==> src/rtl/bmp_pkg.sv <==
// Shared BMP header definitions: field byte offsets, size limits, error codes and parser states.
// Also used by the downstream header writer.
package bmp_pkg;

    localparam logic [15:0] BMP_SIG     = 16'h4D42;
    localparam logic [31:0] BMP_MIN_HDR = 32'd54;
    localparam logic [5:0]  HDR_LAST    = 6'd33;

    localparam logic [5:0] OFS_SIG    = 6'd0;
    localparam logic [5:0] OFS_OFFSET = 6'd10;
    localparam logic [5:0] OFS_DIB    = 6'd14;
    localparam logic [5:0] OFS_WIDTH  = 6'd18;
    localparam logic [5:0] OFS_HEIGHT = 6'd22;
    localparam logic [5:0] OFS_PLANES = 6'd26;
    localparam logic [5:0] OFS_BPP    = 6'd28;
    localparam logic [5:0] OFS_COMPR  = 6'd30;

    typedef enum logic [2:0] {
        ERR_NONE   = 3'd0,
        ERR_SIG    = 3'd1,
        ERR_BPP    = 3'd2,
        ERR_DIM    = 3'd3,
        ERR_OFFSET = 3'd4,
        ERR_PLANES = 3'd5,
        ERR_COMPR  = 3'd6,
        ERR_DIB    = 3'd7
    } bmp_err_e;

    typedef enum logic [2:0] {
        ST_IDLE,
        ST_FETCH,
        ST_DRAIN,
        ST_CALC,
        ST_DONE,
        ST_ERR
    } bmp_state_e;

    function automatic logic field_hit(input logic [5:0] idx, input logic [5:0] base,
                                       input logic [2:0] len);
        return (idx >= base) && (idx < base + 6'(len));
    endfunction

    function automatic logic [1:0] field_lane(input logic [5:0] idx, input logic [5:0] base);
        return 2'(idx - base);
    endfunction

endpackage

==> src/rtl/bmp_header_parser_if.sv <==
// Parser-side bundle: image-memory read port, start/status handshake and decoded geometry.
interface bmp_header_parser_if #(
    parameter int ADDR_W = 18,
    parameter int DIM_W  = 12
);
    logic              start;
    logic [ADDR_W-1:0] mem_addr;
    logic              mem_rd;
    logic [7:0]        mem_rdata;
    logic              busy;
    logic              hdr_valid;
    logic              hdr_err;
    logic [2:0]        err_code;
    logic [DIM_W-1:0]  img_width;
    logic [DIM_W-1:0]  img_height;
    logic              top_down;
    logic [5:0]        bpp;
    logic [ADDR_W-1:0] data_offset;
    logic [ADDR_W:0]   row_stride;

    modport master (
        input  start, mem_rdata,
        output mem_addr, mem_rd, busy, hdr_valid, hdr_err, err_code,
               img_width, img_height, top_down, bpp, data_offset, row_stride
    );

    modport slave (
        output start, mem_rdata,
        input  mem_addr, mem_rd, busy, hdr_valid, hdr_err, err_code,
               img_width, img_height, top_down, bpp, data_offset, row_stride
    );
endinterface

==> src/rtl/bmp_le_field_capture.sv <==
// Steers each returned header byte (by index) into its little-endian field register.
module bmp_le_field_capture
    import bmp_pkg::*;
(
    input  logic        i_clk,
    input  logic        i_rst_n,
    input  logic        i_valid,
    input  logic [5:0]  i_idx,
    input  logic [7:0]  i_data,
    output logic [15:0] o_sig,
    output logic [31:0] o_offset,
    output logic [31:0] o_dib,
    output logic [31:0] o_width,
    output logic [31:0] o_height,
    output logic [15:0] o_planes,
    output logic [15:0] o_bpp,
    output logic [31:0] o_compr
);
    logic [1:0][7:0] r_sig, r_planes, r_bpp;
    logic [3:0][7:0] r_offset, r_dib, r_width, r_height, r_compr;

    always_ff @(posedge i_clk or negedge i_rst_n) begin
        if (!i_rst_n) begin
            r_sig    <= '0;
            r_planes <= '0;
            r_bpp    <= '0;
            r_offset <= '0;
            r_dib    <= '0;
            r_width  <= '0;
            r_height <= '0;
            r_compr  <= '0;
        end else if (i_valid) begin
            if (field_hit(i_idx, OFS_SIG, 3'd2))    r_sig[1'(field_lane(i_idx, OFS_SIG))]       <= i_data;
            if (field_hit(i_idx, OFS_OFFSET, 3'd4)) r_offset[field_lane(i_idx, OFS_OFFSET)]     <= i_data;
            if (field_hit(i_idx, OFS_DIB, 3'd4))    r_dib[field_lane(i_idx, OFS_DIB)]           <= i_data;
            if (field_hit(i_idx, OFS_WIDTH, 3'd4))  r_width[field_lane(i_idx, OFS_WIDTH)]       <= i_data;
            if (field_hit(i_idx, OFS_HEIGHT, 3'd4)) r_height[field_lane(i_idx, OFS_HEIGHT)]     <= i_data;
            if (field_hit(i_idx, OFS_PLANES, 3'd2)) r_planes[1'(field_lane(i_idx, OFS_PLANES))] <= i_data;
            if (field_hit(i_idx, OFS_BPP, 3'd2))    r_bpp[1'(field_lane(i_idx, OFS_BPP))]       <= i_data;
            if (field_hit(i_idx, OFS_COMPR, 3'd4))  r_compr[field_lane(i_idx, OFS_COMPR)]       <= i_data;
        end
    end

    assign o_sig    = r_sig;
    assign o_offset = r_offset;
    assign o_dib    = r_dib;
    assign o_width  = r_width;
    assign o_height = r_height;
    assign o_planes = r_planes;
    assign o_bpp    = r_bpp;
    assign o_compr  = r_compr;
endmodule

==> src/rtl/bmp_header_parser.sv <==
// Reads the 34-byte BMP header from image memory, validates it and emits crop geometry.
// Define BMP_STRICT_EN to also reject bad planes / compression / DIB size (codes 5-7).
module bmp_header_parser
    import bmp_pkg::*;
#(
    parameter int ADDR_W = 18,
    parameter int DIM_W  = 12,
    parameter int RD_LAT = 1
) (
    input logic                 CLOCK_50,
    input logic                 rst_n,
    bmp_header_parser_if.master bus
);
    logic              r_mem_rd;
    logic [ADDR_W-1:0] r_mem_addr;
    logic [RD_LAT-1:0] r_rd_pipe;
    logic              r_ret_vld;
    logic [7:0]        r_ret_data;
    logic [5:0]        r_ret_idx;
    bmp_state_e        r_state;
    bmp_err_e          r_err_code;
    logic              r_busy, r_hdr_valid, r_hdr_err, r_top_down;
    logic [DIM_W-1:0]  r_img_width, r_img_height;
    logic [5:0]        r_bpp;
    logic [ADDR_W-1:0] r_data_offset;
    logic [ADDR_W:0]   r_row_stride;

    logic [15:0] w_sig, w_planes, w_bpp;
    logic [31:0] w_offset, w_dib, w_width, w_height, w_compr, w_abs_h;
    logic        w_neg_h, w_bpp32;
    logic [ADDR_W:0] w_w_ext, w_row_bytes, w_stride;
    bmp_err_e    w_err;

    // Return data is retimed one extra cycle before capture; this fixes start-to-result at 34+RD_LAT+2.
    always_ff @(posedge CLOCK_50 or negedge rst_n) begin
        if (!rst_n) begin
            r_rd_pipe  <= '0;
            r_ret_vld  <= 1'b0;
            r_ret_data <= '0;
        end else begin
            r_rd_pipe  <= RD_LAT'({r_rd_pipe, r_mem_rd});
            r_ret_vld  <= r_rd_pipe[RD_LAT-1];
            r_ret_data <= bus.mem_rdata;
        end
    end

    bmp_le_field_capture u_capture (
        .i_clk    (CLOCK_50),
        .i_rst_n  (rst_n),
        .i_valid  (r_ret_vld),
        .i_idx    (r_ret_idx),
        .i_data   (r_ret_data),
        .o_sig    (w_sig),
        .o_offset (w_offset),
        .o_dib    (w_dib),
        .o_width  (w_width),
        .o_height (w_height),
        .o_planes (w_planes),
        .o_bpp    (w_bpp),
        .o_compr  (w_compr)
    );

    always_comb begin
        w_neg_h     = w_height[31];
        w_abs_h     = w_neg_h ? (~w_height + 32'd1) : w_height;
        w_bpp32     = (w_bpp == 16'd32);
        w_w_ext     = (ADDR_W+1)'(w_width[DIM_W-1:0]);
        w_row_bytes = w_bpp32 ? (w_w_ext << 2) : ((w_w_ext << 1) + w_w_ext);
        w_stride    = (w_row_bytes + (ADDR_W+1)'(3)) & {{(ADDR_W-1){1'b1}}, 2'b00};
        w_err       = ERR_NONE;
        if (w_sig != BMP_SIG)
            w_err = ERR_SIG;
        else if (w_bpp != 16'd24 && !w_bpp32)
            w_err = ERR_BPP;
        else if (w_width == '0 || w_width[31:DIM_W] != '0 || w_abs_h == '0 || w_abs_h[31:DIM_W] != '0)
            w_err = ERR_DIM;
        else if (w_offset < BMP_MIN_HDR || w_offset[31:ADDR_W] != '0)
            w_err = ERR_OFFSET;
`ifdef BMP_STRICT_EN
        else if (w_planes != 16'd1)
            w_err = ERR_PLANES;
        else if (w_compr != '0 && !(w_bpp32 && w_compr == 32'd3))
            w_err = ERR_COMPR;
        else if (w_dib < 32'd40)
            w_err = ERR_DIB;
`endif
    end

`ifndef BMP_STRICT_EN
    logic w_unused_strict;
    assign w_unused_strict = ^{w_planes, w_compr, w_dib};
`endif

    always_ff @(posedge CLOCK_50 or negedge rst_n) begin
        if (!rst_n) begin
            r_state       <= ST_IDLE;
            r_mem_rd      <= 1'b0;
            r_mem_addr    <= '0;
            r_ret_idx     <= '0;
            r_busy        <= 1'b0;
            r_hdr_valid   <= 1'b0;
            r_hdr_err     <= 1'b0;
            r_err_code    <= ERR_NONE;
            r_img_width   <= '0;
            r_img_height  <= '0;
            r_top_down    <= 1'b0;
            r_bpp         <= '0;
            r_data_offset <= '0;
            r_row_stride  <= '0;
        end else begin
            if (r_ret_vld)
                r_ret_idx <= r_ret_idx + 6'd1;
            case (r_state)
                ST_IDLE, ST_DONE, ST_ERR: begin
                    if (bus.start) begin
                        r_state       <= ST_FETCH;
                        r_mem_rd      <= 1'b1;
                        r_mem_addr    <= '0;
                        r_ret_idx     <= '0;
                        r_busy        <= 1'b1;
                        r_hdr_valid   <= 1'b0;
                        r_hdr_err     <= 1'b0;
                        r_err_code    <= ERR_NONE;
                        r_img_width   <= '0;
                        r_img_height  <= '0;
                        r_top_down    <= 1'b0;
                        r_bpp         <= '0;
                        r_data_offset <= '0;
                        r_row_stride  <= '0;
                    end
                end
                ST_FETCH: begin
                    if (r_mem_addr == ADDR_W'(HDR_LAST)) begin
                        r_mem_rd <= 1'b0;
                        r_state  <= ST_DRAIN;
                    end else begin
                        r_mem_addr <= r_mem_addr + ADDR_W'(1);
                    end
                end
                ST_DRAIN: begin
                    if (r_ret_vld && r_ret_idx == HDR_LAST)
                        r_state <= ST_CALC;
                end
                ST_CALC: begin
                    r_busy <= 1'b0;
                    if (w_err != ERR_NONE) begin
                        r_state    <= ST_ERR;
                        r_hdr_err  <= 1'b1;
                        r_err_code <= w_err;
                    end else begin
                        r_state       <= ST_DONE;
                        r_hdr_valid   <= 1'b1;
                        r_img_width   <= w_width[DIM_W-1:0];
                        r_img_height  <= w_abs_h[DIM_W-1:0];
                        r_top_down    <= w_neg_h;
                        r_bpp         <= w_bpp[5:0];
                        r_data_offset <= w_offset[ADDR_W-1:0];
                        r_row_stride  <= w_stride;
                    end
                end
                default: r_state <= ST_IDLE;
            endcase
        end
    end

    assign bus.mem_rd      = r_mem_rd;
    assign bus.mem_addr    = r_mem_addr;
    assign bus.busy        = r_busy;
    assign bus.hdr_valid   = r_hdr_valid;
    assign bus.hdr_err     = r_hdr_err;
    assign bus.err_code    = r_err_code;
    assign bus.img_width   = r_img_width;
    assign bus.img_height  = r_img_height;
    assign bus.top_down    = r_top_down;
    assign bus.bpp         = r_bpp;
    assign bus.data_offset = r_data_offset;
    assign bus.row_stride  = r_row_stride;
endmodule

==> src/flat_wrapper.sv <==
// flat-port wrapper written by rule: the top's interface ports become plain ports
module bmp_header_parser_flat import bmp_pkg::*;
#(
    parameter int ADDR_W = 18,
    parameter int DIM_W  = 12,
    parameter int RD_LAT = 1
)
  (CLOCK_50, rst_n, bus_start, bus_mem_rdata, bus_mem_addr, bus_mem_rd, bus_busy, bus_hdr_valid, bus_hdr_err, bus_err_code, bus_img_width, bus_img_height, bus_top_down, bus_bpp, bus_data_offset, bus_row_stride);
  bmp_header_parser_if #(.ADDR_W(ADDR_W), .DIM_W(DIM_W)) bus_i ();
  input logic CLOCK_50;
  input logic rst_n;
  input wire logic [$bits(bus_i.start)-1:0] bus_start;
  input wire logic [$bits(bus_i.mem_rdata)-1:0] bus_mem_rdata;
  output wire logic [$bits(bus_i.mem_addr)-1:0] bus_mem_addr;
  output wire logic [$bits(bus_i.mem_rd)-1:0] bus_mem_rd;
  output wire logic [$bits(bus_i.busy)-1:0] bus_busy;
  output wire logic [$bits(bus_i.hdr_valid)-1:0] bus_hdr_valid;
  output wire logic [$bits(bus_i.hdr_err)-1:0] bus_hdr_err;
  output wire logic [$bits(bus_i.err_code)-1:0] bus_err_code;
  output wire logic [$bits(bus_i.img_width)-1:0] bus_img_width;
  output wire logic [$bits(bus_i.img_height)-1:0] bus_img_height;
  output wire logic [$bits(bus_i.top_down)-1:0] bus_top_down;
  output wire logic [$bits(bus_i.bpp)-1:0] bus_bpp;
  output wire logic [$bits(bus_i.data_offset)-1:0] bus_data_offset;
  output wire logic [$bits(bus_i.row_stride)-1:0] bus_row_stride;
  assign bus_i.start = bus_start;
  assign bus_i.mem_rdata = bus_mem_rdata;
  assign bus_mem_addr = bus_i.mem_addr;
  assign bus_mem_rd = bus_i.mem_rd;
  assign bus_busy = bus_i.busy;
  assign bus_hdr_valid = bus_i.hdr_valid;
  assign bus_hdr_err = bus_i.hdr_err;
  assign bus_err_code = bus_i.err_code;
  assign bus_img_width = bus_i.img_width;
  assign bus_img_height = bus_i.img_height;
  assign bus_top_down = bus_i.top_down;
  assign bus_bpp = bus_i.bpp;
  assign bus_data_offset = bus_i.data_offset;
  assign bus_row_stride = bus_i.row_stride;
  bmp_header_parser #(.ADDR_W(ADDR_W), .DIM_W(DIM_W), .RD_LAT(RD_LAT)) u_core (.CLOCK_50(CLOCK_50), .rst_n(rst_n), .bus(bus_i));
endmodule
==> config.mk <==
export PLATFORM = sky130hd
export DESIGN_NAME = bmp_header_parser_flat
export DESIGN_NICKNAME = d
export VERILOG_FILES = /design/src/rtl/bmp_pkg.sv /design/src/rtl/bmp_header_parser_if.sv /design/src/rtl/bmp_le_field_capture.sv /design/src/rtl/bmp_header_parser.sv /design/src/flat_wrapper.sv
export SDC_FILE = /design/constraint.sdc
export NUM_CORES = 1
export LEC_CHECK = 0
export CORE_MARGIN = 1
export CORE_UTILIZATION = 60
export CTS_BUF_LIST = sky130_fd_sc_hd__clkbuf_4
export CTS_CLUSTER_DIAMETER = 200
export CTS_CLUSTER_SIZE = 8
export DETAILED_ROUTE_END_ITERATION = 7
export PLACE_DENSITY = 0.81
export SYNTH_ARGS = -nofsm -noshare
export SYNTH_HDL_FRONTEND = slang
export SYNTH_HIERARCHICAL = 1
export SYNTH_SLANG_ARGS = --single-unit
==> constraint.sdc <==
create_clock -name CLOCK_50 -period 6.4 [get_ports CLOCK_50]
set_input_delay 1.28 -clock CLOCK_50 [delete_from_list [all_inputs] [get_ports CLOCK_50]]
set_output_delay 1.28 -clock CLOCK_50 [all_outputs]
set_load 0.01 [all_outputs]
==> impl_metrics.toml <==
[critical_path]
crit_slowest_cell = "buf_4"
critical-path-top-delay-family = "simple AND/OR/NAND/NOR gates"
endpoint = "u_core/bus.row_stride[13]"
cp_cell_sequence = "inv_1 > ha_1 > or4b_1 > nor4_4 > or2_1 > nand4_1 > a2111oi_0 > nand4bb_1 > nor4b_4 > buf_4 > mux2_1"
reg2reg_from = "u_core/u_capture/o_height[0]"
cp_data_arrival_time_ps = 4720
cp_max_fo = 59
startpoint = "u_core/u_capture/o_height[0]"
rrSetupSlack_ps = 2180
end_kind = "register"
critical_path.max_stage_delay_ps = 710
crit_cells = 11
critical_path_buf_inv_count = 2
r2r_cells = 11
worstSetupPathType = "register to register"
r2r_end = "u_core/bus.row_stride[13]"
cp-start-kind = "register"
cp.required_ps = 6900

[synth]
yosysWarnings = 6
syn-cell-area_um2 = 11900
synth_cells = 1095
syn_area_per_cell_um2 = 10.9

[timing]
fin_setup_tns_ps = 0
grt_setup_unrepaired = "false"
hold_viol = 0
tightest_slew_ps = 1050
maxSlewViolCount = 0
period_needed_ps = 4220
min_period_over_period = 0.659
setup_viol = 0
max_freq_ghz = 0.237
finClkSkew_ps = 32.0
relSlewSlack = 0.291

[floorplanning]
coreArea_um2 = 19500
start_util = 0.612
fp.dieH_um = 143
dieArea_um2 = 20400
row_count = 51
die_w_um = 143
pin_count = 104

[routing]
avgRoutedWirePerCell_um = 18.9
drt_iter0_drc = 444
drtAntennaViolNets = 0
firstDrtPassIters = 5
num_vias = 8808
via_per_inst = 6.13
routed_wl_um = 27200
drc = 0

[global_routing]
grt_max_degree = 105
grt_pass1_vias = 8637
use_met2 = 0.446
use_met3 = 0.0439
grt_usage = 0.279
use_met1 = 0.381
grt_pass1_wl_um = 44600
antenna_found_initial = 1
gr-total-overflow = 0
busiest_layer = "met2"

[cts]
holdBufCountCts = 0
cts_buffers = 35
cts_tree = "yes"
cts-resized-gates = 0
post_cts_buffers = 0
clockBufferDepth = 3
clk_pin_slew_worst_paths_ps = 90
clock_latency_ps = 640
cts_num_sinks = 234
htreeDepth = 2
cts-root-buf = "clkbuf_4"

[placed_design]
gp_congestion = 0.889
io_buffers = 97
dpl_cell_area_um2 = 13000
dp_hpwl_um = 18300

[cells_and_area]
num-fill-cells = 1488
area_growth_syn_to_layout_pct = 11.7
nets = 1205
fin_area_um2 = 13300
drive_gt1_frac = 0.169

[pwr]
total_power_mw = 5.88
powerDensity_nw_per_um2 = 442
peakVddDrop_mv = 0.284
p_leak_nw = 5.76

[run_status]
outcome = "finished, final reports clean"

[run]
max-cap-violations = 0

[min_path]
hold_class = "register to register"
==> area by class of cell <==
cell class	count	area, um^2	share of cell area
repair buffers	106	1040	0.0784
diodes	1	2.50	0.000188
flip-flops and latches	234	5860	0.440
clock buffers	35	263	0.0198
multi-input cells	762	5620	0.423
well taps	265	332	0.0249
inverters	31	116	0.00875
clock inverters	3	68.8	0.00517
==> report_power, final <==
part	switching (mW)	leakage (nW)	internal, mW
registers	0.582	3.05	1.96
logic	1.30	2.51	1.21
clock network	0.485	0.193	0.338
==> per-stage QoR <==
stage / cells / util / setup WS (ps) / hold slack (ps)
after CTS: 1436 / 0.683 / 2200 / 373
final: 1437 / 0.684 / 2180 / 364
after detailed placement: 1398 / 0.666 / 2160 / 354
after global placement: 1398 / 0.666 / 2220 / 333
after global routing: 1437 / 0.684 / 1880 / 380
after floorplan: 1100 / - / 3000 / 331
==> placed cells by master (no fill, tap or decap), types with 30 or more instances in the layout <==
master / instances
nor4_1: 32
mux2_2: 127
nor2_1: 65
dfrtp_1: 234
clkbuf_4: 35
inv_1: 31
mux2i_1: 48
clkdlybuf4s50_1: 96
xor2_1: 30
a21oi_1: 34
nand4_1: 33
nand2_1: 99
==> metal layers <==
metal | vias to the layer above | share of wire
li1 | 4111 | -
met1 | 4388 | 0.45
met2 | 251 | 0.48
met3 | 58 | 0.046
met4 | 0 | 0.029
met5 | - | 0
==> worst min-delay path by stage <==
stage	cells past startpoint	startpoint	end
floorplan	0	u_core/r_rd_pipe	u_core/r_ret_vld
finish	0	u_core/r_rd_pipe	u_core/r_ret_vld
global placement	0	u_core/r_rd_pipe	u_core/r_ret_vld
global route	0	u_core/r_rd_pipe	u_core/r_ret_vld
detailed placement	0	u_core/r_rd_pipe	u_core/r_ret_vld
CTS	0	u_core/r_rd_pipe	u_core/r_ret_vld
==> registers in the layout, indices dropped and copies added, names as in the netlist, 3 cells and up <==
| register | flops |
|---|---|
| u_core/u_capture/o_height | 32 |
| u_core/u_capture/o_offset | 32 |
| u_core/u_capture/o_width | 32 |
| u_core/bus.data_offset | 18 |
| u_core/bus.mem_addr | 18 |
| u_core/u_capture/o_bpp | 16 |
| u_core/u_capture/o_sig | 16 |
| u_core/bus.row_stride | 13 |
| u_core/bus.img_height | 12 |
| u_core/bus.img_width | 12 |
| u_core/r_ret_data | 8 |
| u_core/bus.bpp | 6 |
| u_core/r_ret_idx | 6 |
| u_core/bus.err_code | 3 |
| u_core/r_state | 3 |
==> worst register-to-register path: stages, from the launching register on <==
cell       delay, ps
dfrtp_1          440
inv_1            100
ha_1             280
or4b_1           600
nor4_4           410
or2_1            170
nand4_1          100
a2111oi_0        400
nand4bb_1        240
nor4b_4          240
buf_4            710
mux2_1           410
Note: power is estimated with default switching activity, not from simulation.
